<file path="src/rtl/aura_pkg.sv">
// aura_pkg: shared definitions for the OPM write queue.
//   OPM_ADDR_W / OPM_DATA_W : OPM register address and data widths
//   opm_state_e             : replay FSM states
//   opm_entry_t             : one queued register write {addr, data}
package aura_pkg;

  localparam int OPM_ADDR_W = 8;
  localparam int OPM_DATA_W = 8;

  typedef enum logic [2:0] {
    ST_IDLE,
    ST_A_SETUP,
    ST_A_PULSE,
    ST_A_HOLD,
    ST_D_SETUP,
    ST_D_PULSE,
    ST_D_HOLD,
    ST_GAP
  } opm_state_e;

  typedef struct packed {
    logic [OPM_ADDR_W-1:0] addr;
    logic [OPM_DATA_W-1:0] data;
  } opm_entry_t;

endpackage

</file>
<file path="src/rtl/opm_write_queue_if.sv">
// opm_write_queue_if: CPU-side write port, OPM-side bus and queue status.
//   master : CPU decoder + OPM model (drives wr_*, flush, clr_ovf, opm_busy)
//   slave  : opm_write_queue (drives opm_* strobes/bus and status flags)
interface opm_write_queue_if #(
  parameter int DEPTH = 16
);
  import aura_pkg::*;

  localparam int CW = $clog2(DEPTH) + 1;

  // CPU side
  logic                  wr_en;
  logic                  wr_a0;
  logic [OPM_DATA_W-1:0] wr_data;
  logic                  flush;
  logic                  clr_ovf;
  // OPM side
  logic                  opm_cs_n;
  logic                  opm_wr_n;
  logic                  opm_a0;
  logic [OPM_DATA_W-1:0] opm_din;
  logic                  opm_busy;
  // status
  logic [CW-1:0]         fifo_count;
  logic                  fifo_full;
  logic                  queue_busy;
  logic                  overflow;

  modport master (
    output wr_en, wr_a0, wr_data, flush, clr_ovf, opm_busy,
    input  opm_cs_n, opm_wr_n, opm_a0, opm_din,
    input  fifo_count, fifo_full, queue_busy, overflow
  );

  modport slave (
    input  wr_en, wr_a0, wr_data, flush, clr_ovf, opm_busy,
    output opm_cs_n, opm_wr_n, opm_a0, opm_din,
    output fifo_count, fifo_full, queue_busy, overflow
  );

endinterface

</file>
<file path="src/rtl/sync_fifo.sv">
// sync_fifo: single-clock FIFO with registered count/full/empty.
//   clk, resetn   : clock, asynchronous active-low reset
//   flush_i       : clear pointers and count (same-cycle push/pop ignored)
//   push_i/_data_i: write request; dropped when full (drop_o pulses)
//   pop_i         : read request; ignored when empty
//   pop_data_o    : head entry (valid while !empty_o)
//   count_o       : registered entry count; count_nxt_o is its next value
//   full_o/empty_o: registered flags
module sync_fifo #(
  parameter int DEPTH = 16,
  parameter int WIDTH = 16
) (
  input  logic                       clk,
  input  logic                       resetn,
  input  logic                       flush_i,
  input  logic                       push_i,
  input  logic [WIDTH-1:0]           push_data_i,
  input  logic                       pop_i,
  output logic [WIDTH-1:0]           pop_data_o,
  output logic [$clog2(DEPTH):0]     count_o,
  output logic [$clog2(DEPTH):0]     count_nxt_o,
  output logic                       full_o,
  output logic                       empty_o,
  output logic                       drop_o
);
  localparam int AW = $clog2(DEPTH);
  localparam int CW = AW + 1;

  logic [WIDTH-1:0] mem_q [DEPTH];
  logic [AW-1:0]    wr_ptr_q, rd_ptr_q;
  logic [CW-1:0]    count_q, count_d;
  logic             full_q, empty_q;
  logic             push_ok, pop_ok;

  // Fullness is judged on the registered flag, so a push to a full FIFO is
  // dropped even if a pop frees a slot in the same cycle.
  assign push_ok = push_i & ~full_q & ~flush_i;
  assign pop_ok  = pop_i & ~empty_q & ~flush_i;
  assign drop_o  = push_i & full_q & ~flush_i;

  always_comb begin
    count_d = count_q;
    if (flush_i) begin
      count_d = '0;
    end else begin
      case ({push_ok, pop_ok})
        2'b10:   count_d = count_q + CW'(1);
        2'b01:   count_d = count_q - CW'(1);
        default: count_d = count_q;
      endcase
    end
  end

  always_ff @(posedge clk) begin
    if (push_ok) mem_q[wr_ptr_q] <= push_data_i;
  end

  always_ff @(posedge clk or negedge resetn) begin
    if (!resetn) begin
      wr_ptr_q <= '0;
      rd_ptr_q <= '0;
      count_q  <= '0;
      full_q   <= 1'b0;
      empty_q  <= 1'b1;
    end else begin
      if (flush_i) begin
        wr_ptr_q <= '0;
        rd_ptr_q <= '0;
      end else begin
        if (push_ok) wr_ptr_q <= wr_ptr_q + AW'(1);
        if (pop_ok)  rd_ptr_q <= rd_ptr_q + AW'(1);
      end
      count_q <= count_d;
      full_q  <= (count_d == CW'(DEPTH));
      empty_q <= (count_d == '0);
    end
  end

  assign pop_data_o  = mem_q[rd_ptr_q];
  assign count_o     = count_q;
  assign count_nxt_o = count_d;
  assign full_o      = full_q;
  assign empty_o     = empty_q;

endmodule

</file>
<file path="src/rtl/opm_write_queue.sv">
// opm_write_queue: buffers CPU YM2151 register writes and replays them to the
// OPM with CS/WR pulse timing and busy-flag pacing.
//   clk, resetn : system clock, asynchronous active-low reset
//   bus (slave) : CPU write port (wr_en/wr_a0/wr_data/flush/clr_ovf),
//                 OPM bus (opm_cs_n/opm_wr_n/opm_a0/opm_din, opm_busy in),
//                 status (fifo_count/fifo_full/queue_busy/overflow)
module opm_write_queue
  import aura_pkg::*;
#(
  parameter int DEPTH        = 16,
  parameter int PULSE_CYCLES = 4,
  parameter int MIN_GAP      = 8
) (
  input logic                clk,
  input logic                resetn,
  opm_write_queue_if.slave   bus
);
  localparam int CW = $clog2(DEPTH) + 1;
  localparam int PW = (PULSE_CYCLES > 1) ? $clog2(PULSE_CYCLES) : 1;
  localparam int GW = (MIN_GAP > 1) ? $clog2(MIN_GAP) : 1;
  localparam logic [PW-1:0] PULSE_LAST = PW'(PULSE_CYCLES - 1);
  localparam logic [GW-1:0] GAP_LAST   = GW'(MIN_GAP - 1);

  opm_state_e            state_q;
  opm_entry_t            entry_q;
  opm_entry_t            head;
  logic [OPM_ADDR_W-1:0] cpu_addr_q;
  logic [OPM_ADDR_W-1:0] last_addr_q;
  logic                  last_valid_q;
  logic [PW-1:0]         pulse_cnt_q;
  logic [GW-1:0]         gap_cnt_q;
  logic                  cs_n_q, wr_n_q, a0_q;
  logic [OPM_DATA_W-1:0] din_q;
  logic                  overflow_q;
  logic                  queue_busy_q;

  logic [$bits(opm_entry_t)-1:0] fifo_rdata;
  logic [CW-1:0]         fifo_count, fifo_count_nxt;
  logic                  fifo_full, fifo_empty, fifo_drop;
  logic                  push, pop_go, gap_done, going_idle;

  assign push = bus.wr_en & bus.wr_a0;
  assign head = opm_entry_t'(fifo_rdata);
  // No pop during flush: the head entry is being discarded, not replayed.
  assign pop_go     = (state_q == ST_IDLE) & ~fifo_empty & ~bus.flush;
  assign gap_done   = (state_q == ST_GAP) & (gap_cnt_q == GAP_LAST) & ~bus.opm_busy;
  assign going_idle = ((state_q == ST_IDLE) & ~pop_go) | gap_done;

  sync_fifo #(
    .DEPTH (DEPTH),
    .WIDTH ($bits(opm_entry_t))
  ) u_fifo (
    .clk         (clk),
    .resetn      (resetn),
    .flush_i     (bus.flush),
    .push_i      (push),
    .push_data_i ({cpu_addr_q, bus.wr_data}),
    .pop_i       (pop_go),
    .pop_data_o  (fifo_rdata),
    .count_o     (fifo_count),
    .count_nxt_o (fifo_count_nxt),
    .full_o      (fifo_full),
    .empty_o     (fifo_empty),
    .drop_o      (fifo_drop)
  );

  // CPU address shadow, sticky overflow, and registered queue_busy built
  // from next-state values so it lines up with the FSM/FIFO registers.
  always_ff @(posedge clk or negedge resetn) begin
    if (!resetn) begin
      cpu_addr_q   <= '0;
      overflow_q   <= 1'b0;
      queue_busy_q <= 1'b0;
    end else begin
      if (bus.wr_en && !bus.wr_a0) cpu_addr_q <= bus.wr_data;
      if (fifo_drop)        overflow_q <= 1'b1;
      else if (bus.clr_ovf) overflow_q <= 1'b0;
      queue_busy_q <= ~going_idle | (fifo_count_nxt != '0);
    end
  end

  always_ff @(posedge clk or negedge resetn) begin
    if (!resetn) begin
      state_q      <= ST_IDLE;
      entry_q      <= '0;
      last_addr_q  <= '0;
      last_valid_q <= 1'b0;
      pulse_cnt_q  <= '0;
      gap_cnt_q    <= '0;
      cs_n_q       <= 1'b1;
      wr_n_q       <= 1'b1;
      a0_q         <= 1'b0;
      din_q        <= '0;
    end else begin
      case (state_q)
        ST_IDLE: begin
          if (pop_go) begin
            entry_q <= head;
            cs_n_q  <= 1'b0;
            wr_n_q  <= 1'b1;
            if (last_valid_q && head.addr == last_addr_q) begin
              state_q <= ST_D_SETUP;
              a0_q    <= 1'b1;
              din_q   <= head.data;
            end else begin
              state_q <= ST_A_SETUP;
              a0_q    <= 1'b0;
              din_q   <= head.addr;
            end
          end
        end
        ST_A_SETUP: begin
          state_q     <= ST_A_PULSE;
          wr_n_q      <= 1'b0;
          pulse_cnt_q <= '0;
        end
        ST_A_PULSE: begin
          if (pulse_cnt_q == PULSE_LAST) begin
            state_q <= ST_A_HOLD;
            wr_n_q  <= 1'b1;
          end else begin
            pulse_cnt_q <= pulse_cnt_q + PW'(1);
          end
        end
        ST_A_HOLD: begin
          state_q      <= ST_D_SETUP;
          last_addr_q  <= entry_q.addr;
          last_valid_q <= 1'b1;
          a0_q         <= 1'b1;
          din_q        <= entry_q.data;
        end
        ST_D_SETUP: begin
          state_q     <= ST_D_PULSE;
          wr_n_q      <= 1'b0;
          pulse_cnt_q <= '0;
        end
        ST_D_PULSE: begin
          if (pulse_cnt_q == PULSE_LAST) begin
            state_q <= ST_D_HOLD;
            wr_n_q  <= 1'b1;
          end else begin
            pulse_cnt_q <= pulse_cnt_q + PW'(1);
          end
        end
        ST_D_HOLD: begin
          state_q   <= ST_GAP;
          cs_n_q    <= 1'b1;
          gap_cnt_q <= '0;
        end
        ST_GAP: begin
          // Counter saturates; exit also needs busy low, sampled every cycle.
          if (gap_done) begin
            state_q <= ST_IDLE;
          end else if (gap_cnt_q != GAP_LAST) begin
            gap_cnt_q <= gap_cnt_q + GW'(1);
          end
        end
        default: state_q <= ST_IDLE;
      endcase
    end
  end

  assign bus.opm_cs_n   = cs_n_q;
  assign bus.opm_wr_n   = wr_n_q;
  assign bus.opm_a0     = a0_q;
  assign bus.opm_din    = din_q;
  assign bus.fifo_count = fifo_count;
  assign bus.fifo_full  = fifo_full;
  assign bus.queue_busy = queue_busy_q;
  assign bus.overflow   = overflow_q;

endmodule

</file>
<file path="src/flat_wrapper.sv">
// flat-port wrapper written by rule: the top's interface ports become plain ports
module opm_write_queue_flat import aura_pkg::*;
#(
  parameter int DEPTH        = 16,
  parameter int PULSE_CYCLES = 4,
  parameter int MIN_GAP      = 8
)
  (clk, resetn, bus_wr_en, bus_wr_a0, bus_wr_data, bus_flush, bus_clr_ovf, bus_opm_busy, bus_opm_cs_n, bus_opm_wr_n, bus_opm_a0, bus_opm_din, bus_fifo_count, bus_fifo_full, bus_queue_busy, bus_overflow);
  opm_write_queue_if #(.DEPTH(DEPTH)) bus_i ();
  input logic clk;
  input logic resetn;
  input wire logic [$bits(bus_i.wr_en)-1:0] bus_wr_en;
  input wire logic [$bits(bus_i.wr_a0)-1:0] bus_wr_a0;
  input wire logic [$bits(bus_i.wr_data)-1:0] bus_wr_data;
  input wire logic [$bits(bus_i.flush)-1:0] bus_flush;
  input wire logic [$bits(bus_i.clr_ovf)-1:0] bus_clr_ovf;
  input wire logic [$bits(bus_i.opm_busy)-1:0] bus_opm_busy;
  output wire logic [$bits(bus_i.opm_cs_n)-1:0] bus_opm_cs_n;
  output wire logic [$bits(bus_i.opm_wr_n)-1:0] bus_opm_wr_n;
  output wire logic [$bits(bus_i.opm_a0)-1:0] bus_opm_a0;
  output wire logic [$bits(bus_i.opm_din)-1:0] bus_opm_din;
  output wire logic [$bits(bus_i.fifo_count)-1:0] bus_fifo_count;
  output wire logic [$bits(bus_i.fifo_full)-1:0] bus_fifo_full;
  output wire logic [$bits(bus_i.queue_busy)-1:0] bus_queue_busy;
  output wire logic [$bits(bus_i.overflow)-1:0] bus_overflow;
  assign bus_i.wr_en = bus_wr_en;
  assign bus_i.wr_a0 = bus_wr_a0;
  assign bus_i.wr_data = bus_wr_data;
  assign bus_i.flush = bus_flush;
  assign bus_i.clr_ovf = bus_clr_ovf;
  assign bus_i.opm_busy = bus_opm_busy;
  assign bus_opm_cs_n = bus_i.opm_cs_n;
  assign bus_opm_wr_n = bus_i.opm_wr_n;
  assign bus_opm_a0 = bus_i.opm_a0;
  assign bus_opm_din = bus_i.opm_din;
  assign bus_fifo_count = bus_i.fifo_count;
  assign bus_fifo_full = bus_i.fifo_full;
  assign bus_queue_busy = bus_i.queue_busy;
  assign bus_overflow = bus_i.overflow;
  opm_write_queue #(.DEPTH(DEPTH), .PULSE_CYCLES(PULSE_CYCLES), .MIN_GAP(MIN_GAP)) u_core (.clk(clk), .resetn(resetn), .bus(bus_i));
endmodule
</file>
<file path="config.mk">
export PLATFORM = sky130hd
export DESIGN_NAME = opm_write_queue_flat
export DESIGN_NICKNAME = d
export VERILOG_FILES = /design/src/rtl/aura_pkg.sv /design/src/rtl/opm_write_queue_if.sv /design/src/rtl/sync_fifo.sv /design/src/rtl/opm_write_queue.sv /design/src/flat_wrapper.sv
export SDC_FILE = /design/constraint.sdc
export NUM_CORES = 1
export LEC_CHECK = 0
export BUFFER_PORTS_ARGS = -buffer_cell sky130_fd_sc_hd__buf_2
export CAP_MARGIN = 40
export CORE_MARGIN = 2
export CORE_UTILIZATION = 60
export CTS_BUF_LIST = sky130_fd_sc_hd__clkbuf_8
export DETAILED_ROUTE_END_ITERATION = 16
export PLACE_DENSITY = 0.75
export SLEW_MARGIN = 25
export SYNTH_ARGS = -nofsm -noshare
export SYNTH_HDL_FRONTEND = slang
export SYNTH_SLANG_ARGS = --single-unit
</file>
<file path="constraint.sdc">
create_clock -name clk -period 7.5 [get_ports clk]
set_input_delay 0.375 -clock clk [delete_from_list [all_inputs] [get_ports clk]]
set_output_delay 0.375 -clock clk [all_outputs]
set_load 0.01 [all_outputs]
</file>
# After elaboration in Yosys (flattened, before gate mapping)
# Memories as Yosys holds them, arrays and structs flattened.
# Cells that the tools add are included.
# W data, S select, Z words.
word_totals:
  reg_bits: 69
  mem_bits_rw: 256
  input_bits: 15
  output_inout_bits: 19
  word_cells: 123
  memories: 1
memory_table:
  columns: ["memory", "depth", "word_bits", "rd", "rd_clocked_by_memory_dff", "write_ports", "line", "source"]
  rows:
  - ["u_core.u_fifo.mem_q", 16, 16, 1, 0, 1, "sync_fifo.sv:29", "logic [WIDTH-1:0] mem_q [DEPTH];"]
classes:
  add_sub_neg: 6
  n_eq_ne: 22
  mux: 32
  bitwise: 20
  reduce_logical: 23
op_table:
  columns: ["cell", "n"]
  rows:
  - ["$pmux W3 S8", 1]
  - ["$mux W3", 7]
  - ["$mux W4", 4]
  - ["$mux W8", 2]
  - ["$pmux W8 S2", 1]
  - ["$eq A3 B3 Y1 const B", 5]
  - ["$reduce_bool A2 Y1", 7]
  - ["$and A1 B1 Y1", 12]
  - ["$ne A2 B1 Y1 const B", 5]
  - ["$pmux W5 S2", 1]
  - ["$mux W1", 9]
  - ["$add A4 B1 Y4 const B", 2]
  - ["$eq A8 B8 Y1", 1]
  - ["$reduce_and A2 Y1", 4]
  - ["$eq A3 B2 Y1 const B", 2]
  - ["$ne A2 B2 Y1 const B", 3]
  - ["$not A1 Y1", 6]
  - ["$pmux W3 S2", 1]
  - ["$reduce_and A3 Y1", 2]
  - ["$add A5 B1 Y5 const B", 1]
  - ["$eq A5 B5 Y1 const B", 1]
  - ["$logic_not A5 Y1", 1]
  - ["$mux W5", 1]
  - ["$reduce_bool A5 Y1", 1]
  - ["18 further kinds", 23]

# Depth between registers and ports, before layout
logic_depth:
  ltp_word: 10
  mapped_depth: 18
  ltp_nobuf: 14

# Modules after synthesis
# From an unflattened synthesis, not the netlist that was laid out.
hier_totals:
  cells_unflattened: 835
  hier_area_um2: 13704.4
by_module_without_submodules:
  columns: ["mod", "instances", "cells_per_inst", "area_per_inst_um2", "seq_area_each_um2"]
  rows:
  - ["sync_fifo", 1, 593, 10948.0, 8064.0]
  - ["opm_write_queue", 1, 242, 2756.4, 1353.8]

# Worst setup path after synthesis
# OpenSTA, ideal clock, no wires.
synth_timing:
  kind: "register to register"
  start: "reg u_core.state_q[0]"
  end: "reg u_core.queue_busy_q (netlist: u_core.bus.queue_busy)"
  setup_ns: 0.136
  t_arrival_ns: 3.673
  t_required_ns: 7.364
  setup_slack_ns: 3.691
  path_stages_with_launch: 19
  path_buffers: 4
  period_less_slack_ns: 3.809
  path_cell_list: "dfrtp_1 inv_1 ha_1 or4b_1 clkbuf_1 inv_1 clkbuf_1 buf_1 ha_1 clkbuf_1 xor2_1 ha_1 a21oi_1 o21ai_0 a22oi_1 o21ai_0 a21oi_1 nor4b_1 nand2_1"
synth_via:
  elab_chain_cells: 10
  elab_cells_between_ends: 18
  cone_classes: "eq/ne (3); mux (2); bitwise (11); reduce/logical (2)"
synth_lines:
  columns: ["element", "line", "source"]
  rows:
  - ["from (decl)", "opm_write_queue.sv:24", "opm_state_e state_q;"]
  - ["from (signal assigned)", "opm_write_queue.sv:84", "state_q <= ST_IDLE;"]
  - ["from (signal assigned)", "opm_write_queue.sv:102", "state_q <= ST_D_SETUP;"]
  - ["from (signal assigned)", "opm_write_queue.sv:106", "state_q <= ST_A_SETUP;"]
  - ["$logic_not A3 Y1 (*)", "opm_write_queue.sv:45", "assign pop_go = (state_q == ST_IDLE) & ~fifo_empty & ~bus.flush;"]
  - ["$and A1 B1 Y1 (*) (2 in a row)", "opm_write_queue.sv:45", null]
  - ["$and A1 B1 Y1 (*) (2 in a row)", "sync_fifo.sv:38", "assign pop_ok = pop_i & ~empty_q & ~flush_i;"]
  - ["$eq A2 B1 Y1 / $eq A2 B2 Y1 (equally long branches)", "sync_fifo.sv:46", "case ({push_ok, pop_ok})"]
  - ["$pmux W5 S2 (*)", "sync_fifo.sv:46", null]
  - ["$mux W5 (*)", "sync_fifo.sv:43", "if (flush_i) begin"]
  - ["net u_core.fifo_count_nxt[4]", "opm_write_queue.sv:38", "logic [CW-1:0] fifo_count, fifo_count_nxt;"]
  - ["$reduce_bool A5 Y1 (*)", "opm_write_queue.sv:78", "queue_busy_q <= ~going_idle | (fifo_count_nxt != '0);"]
  - ["$or A1 B1 Y1 (*)", "opm_write_queue.sv:78", null]
  - ["to (signal assigned)", "opm_write_queue.sv:78", null]
  - ["to (decl)", "opm_write_queue.sv:35", "logic queue_busy_q;"]
# Mark *: on every way through the listed nets, which the timed path passes. The rest lies on a longest branch.
# A chain may end at the register's enable or synchronous reset.

# Final worst setup path
layout_timing:
  start: "reg u_core.state_q[1]"
  end: "reg u_core.u_fifo.full_q (netlist: u_core.u_fifo.full_o)"
layout_via:
  elab_chain_cells: 9
  elab_cells_between_ends: 10
  cone_classes: "eq/ne (3); mux (2); bitwise (4); reduce/logical (1)"
layout_lines:
  columns: ["element", "line", "source"]
  rows:
  - ["$logic_not A3 Y1 (*)", "opm_write_queue.sv:45", null]
  - ["$and A1 B1 Y1 (*) (2 in a row)", "opm_write_queue.sv:45", null]
  - ["$and A1 B1 Y1 (*) (2 in a row)", "sync_fifo.sv:38", null]
  - ["$eq A2 B1 Y1 / $eq A2 B2 Y1 (equally long branches)", "sync_fifo.sv:46", null]
  - ["$pmux W5 S2 (*)", "sync_fifo.sv:46", null]
  - ["$mux W5 (*)", "sync_fifo.sv:43", null]
  - ["net u_core.fifo_count_nxt[4]", "opm_write_queue.sv:38", null]
  - ["$eq A5 B5 Y1 (*)", "sync_fifo.sv:74", "full_q <= (count_d == CW'(DEPTH));"]
  - ["to (signal assigned)", "sync_fifo.sv:74", null]
  - ["to (decl)", "sync_fifo.sv:32", "logic full_q, empty_q;"]
# Marked as above.

==> impl_metrics.yaml <==
hold_path:
  hold_end: "u_core.bus.overflow"
  hold_path.class: "primary input to flop"
  holdPathStages: 3
  hold_start: "bus_wr_a0"
synthesis:
  synthFlopType: "edfxtp_1"
  synth_seq_cells: 325
  syn_area_um2: 13480
  synth.area.top_cells: "edfxtp_1 57%, dfrtp_1 12%, mux4_2 7.4%, mux2i_1 3.9%, nand2_1 2.6%"
  synth_cell_type_count: 61
  synthTopCellsByCount: "256 x edfxtp_1, 94 x nand2_1, 66 x dfrtp_1, 52 x mux2i_1, 44 x mux4_2"
  synth.most_common_cell: "edfxtp_1"
  ys_async_sr_fraction: 0.2123
  yosysWarnings: 0
  synth_edf_count: 256
  synthCells: 848
  postSynthAreaPerCell_um2: 15.90
  synth_top_area_frac: 0.5702
  synth_largest_area_cell: "edfxtp_1"
  syn_nets: 878
  ys_seq_area_frac: 0.6986
floorplanning:
  die_w_um: 153.9
  boundaryPins: 34
  die_h_um: 153.9
  dieArea_um2: 23690
  row_count: 54
  start_util: 0.6140
  coreArea_um2: 21960
drt:
  vias: 7697
  drt_iter0_drc: 701
  firstDrtPassIters: 5
  wire_per_inst_um: 23.46
  wirelength_um: 28810
  postRouteAntennaNets: 0
  drcViolationCount: 0
  vias_per_cell: 6.268
timing:
  fin_crit_sh: 0.5301
  period_minus_slack_ns: 3.976
  setup_viol: 0
  tns_ns: 0
  hold_viol_final: 0
  clock_skew_ns: 0.03402
  fmax_ghz: 0.2515
  rsz0062_at_grt: "false"
  worstMarginPinSlew_ns: 0.8382
  slew_violations: 0
  slew-limit-headroom: 0.4412
setup_path:
  r2r_start: "u_core.state_q[1]"
  reg2regPathDepth: 13
  crit_fanout: 21
  reg2reg_slack_ns: 3.52
  worstPathArrival_ns: 4.44
  critical-path-slowest-cell: "or4b_1"
  crit_buf_inv: 2
  path_cells: "inv_1 -> ha_1 -> or4b_1 -> inv_1 -> ha_1 -> xor2_1 -> ha_1 -> a21oi_1 -> o21ai_0 -> a22oi_1 -> or3_1 -> a21oi_1 -> nor4bb_1"
  r2r_end: "u_core.u_fifo.full_o"
  start_kind: "flop"
  worstSetupEndpointType: "flop"
  crit_top_cell: "ha_1"
  critPathMaxStageDelay_ns: 0.53
  crit_required_ns: 7.96
  path_delay_family: "simple AND/OR/NAND/NOR gates"
  crit_type: "flop to flop"
finish:
  nNetsFinal: 943
  final_area_um2: 14960
  post-route-util: 0.6815
  drive_gt1_frac: 0.2036
  area_growth_pct: 11.00
  antennaDiodeCount: 0
power:
  clockPowerShare: 0.334
  leakage_nw: 5.281
  p_int_w: 0.002985
  peakVddDrop_uv: 159.2
  switching_share: 0.2584
  p_seq_frac: 0.542
  share_comb_of_total_power: 0.124
  power.density_nw_per_um2: 269.0
  p_sw_w: 0.001040
cts:
  clock_latency_ns: 0.59
  clock-root-buffer: "clkbuf_8"
  cts_tree: "built"
  cts_hold_buf: 2
  cts_resized: 0
  cts_buffer_depth: 3
  clock_sinks: 325
  post_cts_buffers: 0
  cts_buffers: 50
  htree_levels: 2
  clkTransAtPathRegs_ns: 0.06
global_route:
  antenna_found_initial: 0
  grt_pass1_wl_um: 44920
  grt_max_degree: 54
  globalRouteOverflowTotal: 0
  grt_pass1_vias: 7779
  track_usage: 0.2515
placed_design:
  place_hpwl_um: 17240
  place_area_um2: 14010
  gp_congestion: 0.8355
  port_buffers: 33
outcome:
  status: "finished, final reports clean"
flow_run:
  maxCapViolations: 0
[routing by layer]
layer	up-vias	GRT usage	wire (um)
met2	323	0.4163	14280
met4	0	0.07343	584
li1	3404	-	-
met3	51	0.04679	1979
met1	3919	0.3480	11970
met5	-	0	0
[placed cells by master, fill, tap and decap left out, drive strengths merged, types with 13 or more instances in the layout]
cell type    n
nor2        34
mux4        44
buf         60
nand2       94
clkbuf      54
nand2b      13
inv         40
mux2i       53
a221oi      22
a21oi       20
ha          15
o21ai       37
dfrtp       66
edfxtp     256
[power groups by stage]
stage | Clock, W | Sequential [W] | Combinational, W
floorplan | 0 | 0.00219 | 0.000366
global placement | 0 | 0.00221 | 0.000461
detailed placement | 0 | 0.00222 | 0.000494
CTS | 0.00137 | 0.00218 | 0.000497
global route | 0.00144 | 0.00220 | 0.000559
finish | 0.00134 | 0.00218 | 0.000498
[layout make-up]
| class | count | area [um^2] |
|---|---|---|
| clock buffer | 54 | 743.2 |
| clock inverter | 33 | 178.9 |
| multi-input combinational | 459 | 3784 |
| tap | 280 | 350.3 |
| inverter | 15 | 56.30 |
| sequential | 325 | 9422 |
| fill | 1390 | 6994 |
| timing repair buffer | 62 | 430.4 |
[registers in the layout (all words and copies together) (netlist names)]
| signal | cells |
|---|---|
| u_core.bus.queue_busy | 1 |
| u_core.bus.opm_wr_n | 1 |
| u_core.gap_cnt_q | 3 |
| u_core.bus.opm_din | 8 |
| u_core.u_fifo.mem_q | 256 |
| u_core.bus.opm_a0 | 1 |
| u_core.bus.opm_cs_n | 1 |
| u_core.u_fifo.count_o | 5 |
| u_core.u_fifo.full_o | 1 |
| u_core.bus.overflow | 1 |
| u_core.u_fifo.rd_ptr_q | 4 |
| u_core.entry_q | 16 |
| u_core.cpu_addr_q | 8 |
| u_core.pulse_cnt_q | 2 |
| u_core.state_q | 3 |
| u_core.u_fifo.wr_ptr_q | 4 |
| u_core.u_fifo.empty_o | 1 |
| u_core.last_valid_q | 1 |
| u_core.last_addr_q | 8 |
[stage by stage]
step                cells  hold WS [ns]  power [W]  setup slack [ns]
global placement     1133        0.4293   0.002666             3.263
CTS                  1227        0.1229   0.004044             3.087
floorplan             848       0.07941   0.002553             3.691
detailed placement   1138        0.2597   0.002710             3.097
finish               1228        0.1453   0.004026             3.524
global route         1228        0.1646   0.004199             3.099
[cells by family (layout without fill, tap and decap cells)]
logic type,after synthesis,count (layout),share of synthesized area
buf+inv,64,164,0.02301
mux,106,106,0.1206
xor+xnor,17,17,0.01104
simple gates,189,189,0.06589
compound gates,132,132,0.06691
fa+ha+maj,15,15,0.01392
flops,325,325,0.6986
[worst max-delay path by stage]
stage	from	end	slack (ns)	depth (start not counted)
finish	u_core.state_q[1]	u_core.u_fifo.full_o	3.52	13
global route	u_core.state_q[1]	u_core.bus.queue_busy	3.10	14
CTS	u_core.state_q[1]	u_core.bus.queue_busy	3.09	14
detailed placement	u_core.state_q[1]	u_core.u_fifo.full_o	3.10	13
global placement	u_core.state_q[0]	u_core.bus.queue_busy	3.26	14
floorplan	u_core.state_q[0]	u_core.bus.queue_busy	3.69	18
[tightest hold or removal path: stages]
cell and delay [ns]:
buf_2 0.11, nand2_1 0.09, o32ai_1 0.09
No activity file was read; power rests on OpenSTA's default activity.
